==> src/rtl/ps2_debouncer.sv <==
// Debounces one slow asynchronous line (PS/2 clock or data) into a clean level.
// The input is synchronized through two flops, then filtered by a stability counter.
module ps2_debouncer #(
    parameter int unsigned COUNT_MAX   = 19,
    parameter int unsigned COUNT_WIDTH = 5
) (
    input  logic clk,
    input  logic rst_n,
    input  logic I,
    output logic O
);

    localparam logic [COUNT_WIDTH-1:0] CNT_LAST = COUNT_WIDTH'(COUNT_MAX);
    localparam logic [COUNT_WIDTH-1:0] CNT_ONE  = COUNT_WIDTH'(1);

    logic                   s1;
    logic                   s2;
    logic [COUNT_WIDTH-1:0] cnt;

    // Reset to the PS/2 idle level so no spurious edge is seen after reset.
    always_ff @(posedge clk or negedge rst_n) begin
        if (!rst_n) begin
            s1  <= 1'b1;
            s2  <= 1'b1;
            O   <= 1'b1;
            cnt <= '0;
        end else begin
            s1 <= I;
            s2 <= s1;
            if (s2 == O) begin
                cnt <= '0;
            end else if (cnt == CNT_LAST) begin
                O   <= s2;
                cnt <= '0;
            end else begin
                cnt <= cnt + CNT_ONE;
            end
        end
    end

endmodule

==> config.mk <==
export PLATFORM = sky130hd
export DESIGN_NAME = ps2_debouncer
export DESIGN_NICKNAME = d
export VERILOG_FILES = /design/src/rtl/ps2_debouncer.sv
export SDC_FILE = /design/constraint.sdc
export NUM_CORES = 1
export LEC_CHECK = 0
export ABC_AREA = 1
export CORE_AREA = 2 2 39 41
export CTS_CLUSTER_DIAMETER = 30
export DETAILED_ROUTE_END_ITERATION = 12
export DIE_AREA = 0 0 41 43
export SLEW_MARGIN = 0
export SYNTH_ARGS = -nofsm -noshare
export SYNTH_HDL_FRONTEND = slang
export SYNTH_SLANG_ARGS = --single-unit
export TNS_END_PERCENT = 20
==> constraint.sdc <==
create_clock -name clk -period 1.4 [get_ports clk]
set_input_delay 0.28 -clock clk [delete_from_list [all_inputs] [get_ports clk]]
set_output_delay 0.28 -clock clk [all_outputs]
set_load 0.02 [all_outputs]
==> impl_metrics.env, run 1 <==
export IMPL_start_kind="flop"
export IMPL_p_leak_nw=0.2027
export IMPL_hpwlAfterDp_um=384.9
export IMPL_hold_violations=0
export IMPL_dieWidth_um=41
export IMPL_yosys_top_cells_count="inv_1, nand2_1, dfrtp_1, nor2_1, dfstp_2"
export IMPL_grt_max_degree=9
export IMPL_antenna_found_initial=0
export IMPL_overflow=0
export IMPL_row_count=14
export IMPL_nets=51
export IMPL_area_growth_pct=23.74
export IMPL_synthCells=38
export IMPL_crit_slowest_cell="dfstp_2"
export IMPL_reg2reg_depth=6
export IMPL_syn_cell_area_um2=347.8
export IMPL_ys_types=13
export IMPL_comb_power_share=0.064
export IMPL_power_share_clock=0.403
export IMPL_drc_errors=0
export IMPL_synth_top_area_frac=0.3597
export IMPL_port_buffers=3
export IMPL_io_pins=4
export IMPL_fp_dieH_um=43
export IMPL_slew_headroom=0.7693
export IMPL_cp_buffers_inverters=1
export IMPL_post_cts_setup_buffer_count=0
export IMPL_num_antenna_cells=0
export IMPL_gp_congestion=0.7215
export IMPL_finalCritPeriodShare=0.9765
export IMPL_cap_violations=0
export IMPL_avgViaCountPerCell=4.000
export IMPL_die_area_um2=1763
export IMPL_grt_pass1_wl_um=952
export IMPL_h_tree_depth=1
export IMPL_synth_seq_cells=8
export IMPL_finalSetupViolations=0
export IMPL_vias=248
export IMPL_wire_per_inst_um=8.306
export IMPL_routed_wl_um=515
export IMPL_drtIter0Drc=1
export IMPL_critPathMaxStageDelay_ns=0.52
export IMPL_ys_flop_type="dfrtp_1"
export IMPL_gr_usage_all_layers=0.08824
export IMPL_clock_latency_ns=0.26
export IMPL_synth_net_count=42
export IMPL_cellPowerDensity_nw_per_um2=1103
export IMPL_p_int_w=0.0003671
export IMPL_initial_utilization=0.2514
export IMPL_crit_fanout=2
export IMPL_cp_required_ns=1.12
export IMPL_fin_crit_ns=1.367
export IMPL_fmax_ghz=0.7315
export IMPL_status="completed"
export IMPL_slew_viol_final=0
export IMPL_seq_area_frac_synth=0.5863
export IMPL_clk_pin_slew_ns=0.06
export IMPL_crit_cells=1
export IMPL_synth_largest_area_cell="dfrtp_1"
export IMPL_core_um2=1384
export IMPL_synth_area_top_cells="dfrtp_1, dfstp_2, inv_1"
export IMPL_cts_buffer_depth=2
export IMPL_finalSetupTns_ns=0
export IMPL_worstSetupPathType="reg -> out"
export IMPL_cts_buffers=3
export IMPL_grt_pass1_vias=238
export IMPL_first_pass_iters=2
export IMPL_cts_tree="yes"
export IMPL_path_cells="dlygate4sd2_1"
export IMPL_syn_avg_cell_area_um2=9.154
export IMPL_cp_arrival_ns=1.09
export IMPL_fin_skew_ns=0.01077
export IMPL_synth_edf_count=0
export IMPL_switching_power_w=0.0001077
export IMPL_sw_frac_of_total=0.2269
export IMPL_place_area_um2=405.4
export IMPL_cts_sinks=8
export IMPL_ir_drop_mv=0.3038
export IMPL_yosys_warnings=0
export IMPL_end_kind="output port"
export IMPL_drive_above_1_share=0.2174
export IMPL_rsz0062_at_grt="no"
export IMPL_worst_pin_slew_ns=0.3450
export IMPL_synth_async_reset_ratio=1.000
export IMPL_critPathTopFamily="flip-flops"
export IMPL_p_seq_frac=0.532
export IMPL_stdcell_area_um2=430.4
export IMPL_cts_root_buffer="clkbuf_4"
export IMPL_antenna_left=0
export IMPL_hold_path_class="in -> async"
==> metal layers <==
layer  track usage  share of wire  up-vias
met5             0              0        -
met4        0.1000              0        0
met3       0.03141          0.012        0
met2       0.09063           0.50        2
met1        0.1229           0.49      112
li1              -              -      134
==> state kept, by name (all words and copies together) (netlist names) <==
| name | cells |
|---|---|
| cnt | 5 |
| O | 1 |
| s1 | 1 |
| s2 | 1 |
==> stage by stage <==
step / std cells / hold WS, ns / power [W] / util / setup WS, ns
floorplan: 38 / -0.01559 / 0.0002730 / - / 0.3885
global placement: 58 / 0.3459 / 0.0002862 / 0.2929 / 0.02730
detailed placement: 58 / 0.3472 / 0.0002876 / 0.2929 / 0.02535
CTS: 62 / 0.3019 / 0.0004820 / 0.3110 / 0.02041
global route: 62 / 0.3356 / 0.0005019 / 0.3110 / 0.0005875
finish: 62 / 0.2889 / 0.0004748 / 0.3110 / 0.03288
==> cells by family after synthesis <==
family	synth area share
flops	0.5863
buf+inv	0.07555
fa+ha+maj	0.03597
simple gates	0.2482
compound gates	0.02875
xor+xnor	0.02518
==> worst paths after layout <==
kind                       endpoint  slack (ns)    from
hold reg to reg                  s2        0.35      s1
setup / recovery                  O        0.03       O
max in group asynchronous        s1        0.80   rst_n
min in group clk                 s2        0.35      s1
setup reg to reg             cnt[2]        0.29  cnt[0]
hold / removal               cnt[3]        0.29   rst_n
==> final cells by class <==
class | count | area, um2
Inverter | 7 | 26.28
Clock buffer | 4 | 26.28
Tap cell | 16 | 20.02
Multi-Input combinational cell | 23 | 117.6
Fill cell | 146 | 953.4
Sequential cell | 8 | 203.9
Timing Repair Buffer | 4 | 36.28
==> power by group through the flow <==
stage,clock [W],combinational [W],sequential [W]
2_1_floorplan,0,0.0000182,0.000255
3_3_place_gp,0,0.0000303,0.000256
3_5_place_dp,0,0.0000310,0.000257
4_1_cts,0.000198,0.0000312,0.000253
5_1_grt,0.000210,0.0000376,0.000254
6_report,0.000192,0.0000305,0.000253
==> timing repair <==
item / CTS / global route
endpoints found under the setup margin: 1 / 0
gates resized for setup: 1 / 0
hold buffers: 0 / 0
==> layout by cell type (no fill, tap or decap) <==
cell type | Yosys | layout
buf_4 | 0 | 1
dfrtp_1 | 5 | 5
nor2_2 | 1 | 1
clkbuf_1 | 0 | 1
clkbuf_4 | 0 | 3
nand4_1 | 2 | 2
clkdlybuf4s50_1 | 0 | 2
inv_1 | 7 | 7
ha_1 | 1 | 1
o21ai_1 | 1 | 1
nand2_1 | 7 | 7
dfstp_2 | 3 | 3
nor2_1 | 5 | 5
nand3_1 | 2 | 2
a21oi_1 | 1 | 1
dlygate4sd2_1 | 0 | 1
nand2_2 | 2 | 2
xnor2_1 | 1 | 1
Note: power is estimated with default switching activity, not from simulation.
==> run 2: changes to the inputs <==
CTS_CLUSTER_SIZE = 24   (was default)
==> results of run 2 <==
Final layout, timing and power as in run 1 (identical DEF).
